### src/rtl/fp16_mul_arbiter.sv
// -----------------------------------------------------------------------------
// fp16_mul_arbiter
//   Round-robin arbiter and sequencer that shares one FP16 multiplier core
//   among NUM_REQ requesters. One operand pair is accepted at a time. It is
//   issued to the core with a one-cycle start pulse, and the core's product
//   is returned to the granted requester over a valid/ready handshake.
//
// Optional feature (compile-time macro ARB_TIMEOUT_EN):
//   Defined   : a watchdog counts WAIT cycles. After TIMEOUT_CYC+1 cycles with
//               no mul_done, the block returns FP16 qNaN (16'h7E00) with
//               rsp_err=1.
//   Undefined : WAIT has no time limit and rsp_err is tied to 0.
//
// Ports
//   clk, rst_n   clock, synchronous active-low reset
//   req_valid    per-requester operand valid
//   req_ready    per-requester accept (one-hot or zero, IDLE only)
//   req_a/req_b  packed operands, slice i = [16i+15:16i]
//   mul_start    one-cycle start pulse to the core
//   mul_a/mul_b  operands to the core, held from issue until the result
//   mul_done     core result strobe (sampled in WAIT only)
//   mul_result   core product {S,E[4:0],M[9:0]}
//   rsp_valid    per-requester response valid (one-hot or zero)
//   rsp_ready    per-requester response accept
//   rsp_data     shared response bus
//   rsp_err      response is a watchdog timeout
//   busy         high whenever the FSM is not in IDLE
//   op_count     completed response handshakes, wraps at 16 bits
// -----------------------------------------------------------------------------
module fp16_mul_arbiter #(
  parameter int NUM_REQ     = 4,
  parameter int IDX_W       = 2,
  parameter int TIMEOUT_CYC = 15
) (
  input  logic                   clk,
  input  logic                   rst_n,
  input  logic [NUM_REQ-1:0]     req_valid,
  output logic [NUM_REQ-1:0]     req_ready,
  input  logic [16*NUM_REQ-1:0]  req_a,
  input  logic [16*NUM_REQ-1:0]  req_b,
  output logic                   mul_start,
  output logic [15:0]            mul_a,
  output logic [15:0]            mul_b,
  input  logic                   mul_done,
  input  logic [15:0]            mul_result,
  output logic [NUM_REQ-1:0]     rsp_valid,
  input  logic [NUM_REQ-1:0]     rsp_ready,
  output logic [15:0]            rsp_data,
  output logic                   rsp_err,
  output logic                   busy,
  output logic [15:0]            op_count
);

  if (NUM_REQ < 2 || NUM_REQ > 8 || IDX_W != $clog2(NUM_REQ) || TIMEOUT_CYC < 1) begin : g_bad_param
    $error("fp16_mul_arbiter: illegal NUM_REQ/IDX_W/TIMEOUT_CYC combination");
  end

  typedef enum logic [1:0] {IDLE, ISSUE, WAIT, RESPOND} state_t;

  localparam logic [15:0] QNAN = 16'h7E00;

  state_t             state_q, state_d;
  logic [IDX_W-1:0]   last_grant_q, last_grant_d;
  logic [IDX_W-1:0]   idx_q, idx_d;
  logic [15:0]        mul_a_q, mul_a_d;
  logic [15:0]        mul_b_q, mul_b_d;
  logic [15:0]        rsp_data_q, rsp_data_d;
  logic [15:0]        op_count_q, op_count_d;

`ifdef ARB_TIMEOUT_EN
  localparam int TO_W = ($clog2(TIMEOUT_CYC + 1) > 4) ? $clog2(TIMEOUT_CYC + 1) : 4;
  logic [TO_W-1:0]    to_cnt_q, to_cnt_d;
  logic               rsp_err_q, rsp_err_d;
`endif

  // Round-robin pick: first valid requester at or after last_grant+1, with wrap.
  logic               sel_found;
  logic [IDX_W-1:0]   sel_idx;
  logic [IDX_W-1:0]   cand_idx;
  int                 cand;

  always_comb begin
    // NOTE: every variable written here gets a default first; a path that
    // leaves one unassigned would infer a latch.
    sel_found = 1'b0;
    sel_idx   = '0;
    cand      = 0;
    cand_idx  = '0;
    for (int k = 1; k <= NUM_REQ; k++) begin
      cand = int'(last_grant_q) + k;
      if (cand >= NUM_REQ) cand = cand - NUM_REQ;
      cand_idx = IDX_W'(cand);
      if (!sel_found && req_valid[cand_idx]) begin
        sel_found = 1'b1;
        sel_idx   = cand_idx;
      end
    end
  end

  // Next-state and datapath logic.
  always_comb begin
    state_d      = state_q;
    last_grant_d = last_grant_q;
    idx_d        = idx_q;
    mul_a_d      = mul_a_q;
    mul_b_d      = mul_b_q;
    rsp_data_d   = rsp_data_q;
    op_count_d   = op_count_q;
    req_ready    = '0;
`ifdef ARB_TIMEOUT_EN
    to_cnt_d     = to_cnt_q;
    rsp_err_d    = rsp_err_q;
`endif
    unique case (state_q)
      IDLE: begin
        // ready is only ever raised toward a valid requester, so any selection is a handshake
        if (sel_found) begin
          req_ready    = NUM_REQ'(1) << sel_idx;
          mul_a_d      = req_a[{sel_idx, 4'b0000} +: 16];
          mul_b_d      = req_b[{sel_idx, 4'b0000} +: 16];
          idx_d        = sel_idx;
          last_grant_d = sel_idx;
          state_d      = ISSUE;
        end
      end
      ISSUE: begin
        state_d = WAIT;
`ifdef ARB_TIMEOUT_EN
        to_cnt_d = '0;
`endif
      end
      WAIT: begin
        if (mul_done) begin
          rsp_data_d = mul_result;
          state_d    = RESPOND;
`ifdef ARB_TIMEOUT_EN
          rsp_err_d  = 1'b0;
        end else if (to_cnt_q == TO_W'(TIMEOUT_CYC)) begin
          rsp_data_d = QNAN;
          rsp_err_d  = 1'b1;
          state_d    = RESPOND;
        end else begin
          to_cnt_d   = to_cnt_q + 1'b1;
`endif
        end
      end
      RESPOND: begin
        if (rsp_ready[idx_q]) begin
          op_count_d = op_count_q + 16'd1;
          state_d    = IDLE;
        end
      end
      default: state_d = IDLE;
    endcase
  end

  always_ff @(posedge clk) begin
    // NOTE: synchronous reset -- rst_n is only sampled on the clock edge, so it
    // is not in the sensitivity list. Non-blocking assignments make every flop
    // sample pre-edge values regardless of statement order.
    if (!rst_n) begin
      state_q      <= IDLE;
      last_grant_q <= IDX_W'(NUM_REQ - 1);
      idx_q        <= '0;
      mul_a_q      <= '0;
      mul_b_q      <= '0;
      rsp_data_q   <= '0;
      op_count_q   <= '0;
`ifdef ARB_TIMEOUT_EN
      to_cnt_q     <= '0;
      rsp_err_q    <= 1'b0;
`endif
    end else begin
      state_q      <= state_d;
      last_grant_q <= last_grant_d;
      idx_q        <= idx_d;
      mul_a_q      <= mul_a_d;
      mul_b_q      <= mul_b_d;
      rsp_data_q   <= rsp_data_d;
      op_count_q   <= op_count_d;
`ifdef ARB_TIMEOUT_EN
      to_cnt_q     <= to_cnt_d;
      rsp_err_q    <= rsp_err_d;
`endif
    end
  end

  assign mul_start = (state_q == ISSUE);
  assign busy      = (state_q != IDLE);
  assign rsp_valid = (state_q == RESPOND) ? (NUM_REQ'(1) << idx_q) : '0;
  assign mul_a     = mul_a_q;
  assign mul_b     = mul_b_q;
  assign rsp_data  = rsp_data_q;
  assign op_count  = op_count_q;
`ifdef ARB_TIMEOUT_EN
  assign rsp_err   = rsp_err_q;
`else
  assign rsp_err   = 1'b0;
`endif

endmodule

### config.mk
export PLATFORM = sky130hd
export DESIGN_NAME = fp16_mul_arbiter
export DESIGN_NICKNAME = d
export VERILOG_FILES = /design/src/rtl/fp16_mul_arbiter.sv
export SDC_FILE = /design/constraint.sdc
export NUM_CORES = 1
export LEC_CHECK = 0
export CORE_MARGIN = 2
export CORE_UTILIZATION = 40
export DETAILED_ROUTE_END_ITERATION = 12
export PLACE_DENSITY = 0.87
export SLEW_MARGIN = 25
export SYNTH_ARGS = -nofsm -noshare
export SYNTH_HDL_FRONTEND = slang
export SYNTH_SLANG_ARGS = --single-unit
export TNS_END_PERCENT = 30
### constraint.sdc
create_clock -name clk -period 3.58 [get_ports clk]
set_input_delay 1.074 -clock clk [delete_from_list [all_inputs] [get_ports clk]]
set_output_delay 1.074 -clock clk [all_outputs]
set_load 0.02 [all_outputs]
==> run metrics <==
outcome completed; worst hold slack 0.4657 ns; Yosys Warn Count 0; most common cell after layout, fill and taps aside clkdlybuf4s50_1; port buffer count 228; Rel. slew slack 52.75%; routability cong. 0.8706; antenna viol nets, final 0; core area 8763 µm²; antenna violations before repair 0; Post-synth EDFFs 0; sequential area share after synthesis 38.70%; Hold WC Path Type flip-flop to flip-flop; register area 1401 µm²; first-pass GRT wire length 18.98 mm; DRC violations left 0; CP max FO 4; Die Y 99.15 µm; crit path time final 3.523 ns; hpwl dp 9.286 mm; pwr/cell area 591.4 nW/µm²; share of cells above drive strength 1 7.063%; Starting Density 41.32%; placed cell area 6013 µm²; Std-Cell Rows 34; Crit Path Category primary input to output port; placed cells 715; CP required 2.51 ns; Worst-Skew Late Latency 0.34 ns; Fill cells 666; CTS Buffer Depth 2; Worst Setup End Kind output port; Worst-path clk slew 0.08 ns; Final Hold Vio Count 0; Worst setup SP type primary input; diode count 0; Die Area 9830 µm²; I/O Pins 230; clock skew 0.009118 ns; wire length per cell 16.47 µm; fraction of registers with async set or reset after synthesis 0%; # nets final 778; number of DRC markers in iteration 0 68; Area growth syn-to-layout 73.64%; Avg Vias per Cell 5.164; detailed-router iteration count before antenna repair 4; gr ovfl total 0; Final Max Slew Viols 0; maxcap violations 0; number of buffers created by CTS 9; CTS tree built; RSZ-0062 raised after global routing yes; most frequent cells in the layout clkdlybuf4s50_1 (221), nand2_1 (76), dfxtp_1 (70), mux2i_1 (66), o221ai_1 (32); clock tree sinks 70; Post-Syn Instances 390; largest net degree at the start of global routing 44; Root Driver clkbuf_8; H-tree depth reported by CTS 3; area of the multi-input gates 2092 µm²; Fmax 0.2839 GHz; Most used DFF post-synth dfxtp_1; Final Cycle Share 98.41%; Yosys reg bits 70; P_leak 2.487 nW; vias in the first global route 3890; maximum VDD drop 301.8 µV; via count 3775; fin cells 731; syn avg cell area 9.285 µm²; critical path arrival 2.45 ns; width of the chip 99.15 µm; critical path, cell by cell clkdlybuf4s50_1, a21oi_1, a31o_2, o22a_1, nor3_1, buf_4; Hold Path Cell Cnt 2; Worst Reg-to-Reg Cells 6; Distinct cells, synth 40; max incr delay on CP 0.49 ns; Finished Cell Area 6287 µm²; CP max-delay cell clkdlybuf4s50_1; Total GRT Usage 23.85%; overall routed net length 12.04 mm; Post-Syn Area 3621 µm²; Synthesized Nets 550; Worst Tran Pin Value 0.7087 ns; Final setup viols 0; setup bufs post-CTS 0
[Yosys cell counts (2+ instances only)]
master	instances	area [µm²]
buf_2	9	45.04
a21boi_0	18	135.1
xnor2_1	6	52.55
a21boi_1	5	37.54
o221ai_1	32	280.3
nor2b_1	2	12.51
xor2_1	5	43.79
o22a_1	2	17.52
ha_1	5	62.56
nand3_1	7	35.03
inv_1	7	26.28
nor3_1	6	30.03
or3_1	4	25.02
o21ai_0	6	30.03
clkbuf_1	10	37.54
and3_1	4	25.02
dfxtp_1	70	1401
buf_4	5	37.54
nand2b_1	3	18.77
nor2_1	7	26.28
mux2i_1	66	660.6
buf_6	2	22.52
a21oi_1	2	10.01
and2_1	13	81.33
nand4_1	4	25.02
nand2_1	76	285.3
[final cells by class]
class                   count  share of cell area, %
repair buffers            243                  37.93
multi-input cells         287                  33.27
flip-flops and latches     70                  22.29
clock buffers              11                  2.249
well taps                 108                  2.149
clock inverters             5                  1.692
inverters                   7                 0.4179
[cells by family (layout without fill, tap and decap cells)]
| family | after synthesis | in the layout | share of synthesized area (%) |
|---|---|---|---|
| buf+inv | 33 | 266 | 4.665 |
| xor+xnor | 11 | 11 | 2.661 |
| flops | 70 | 70 | 38.70 |
| mux | 67 | 67 | 18.87 |
| other cells | 1 | 1 | 0.1036 |
| compound gates | 70 | 70 | 15.17 |
| fa+ha+maj | 5 | 5 | 1.728 |
| simple gates | 133 | 133 | 18.11 |
[final timing paths]
check	from	end	slack, ns
setup reg to reg	last_grant_q[1]	mul_b[14]	1.47
hold reg to reg	rsp_data[6]	rsp_data[6]	0.47
hold / removal	rsp_data[6]	rsp_data[6]	0.47
setup / recovery	req_valid[0]	req_ready[0]	0.06
[sequential cells by signal, indices dropped and copies added (netlist names)]
name / count
state_q: 2
idx_q: 2
rsp_data: 16
op_count: 16
mul_a: 16
last_grant_q: 2
mul_b: 16
[power by group]
part	switching (W)	total [W]	leakage, nW	internal (W)
registers	0.000136	0.00113	0.572	0.000994
logic	0.000925	0.00180	1.79	0.000879
clock network	0.000302	0.000785	0.120	0.000484
[per-stage QoR]
stage | setup TNS (ns) | power (W) | util, % | setup WS [ns]
floorplan | 0 | 0.002148 | - | 0.3453
global placement | -1.057 | 0.002920 | 68.62 | -0.3740
detailed placement | -1.136 | 0.002965 | 68.62 | -0.3873
CTS | -0.03999 | 0.003754 | 71.64 | -0.03853
global route | -0.04427 | 0.003934 | 71.74 | -0.03108
finish | 0 | 0.003718 | 71.74 | 0.05702
[routing by layer]
metal  share of wire [%]  GRT usage, %  vias up
met5                   0             0        -
met3                 6.3         6.957       24
met1                  39         26.36     1751
met2                  53         43.92      147
li1                    -             -     1853
met4                 2.4         7.376        0
[worst max-delay path, delay by kind of cell]
| family | cells | cell delay, ns |
|---|---|---|
| AO/OA/AOI/OAI | 3 | 0.51 |
| buffers and inverters | 2 | 0.67 |
| AND/OR/NAND/NOR | 1 | 0.20 |
[what timing repair did]
| item | in CTS | in global routing |
|---|---|---|
| gates resized for setup | 15 | 5 |
| hold buffers | 0 | 0 |
| endpoints found under the setup margin | 4 | 3 |
| pin swaps | 0 | 1 |
No activity file was read; power rests on OpenSTA's default activity.
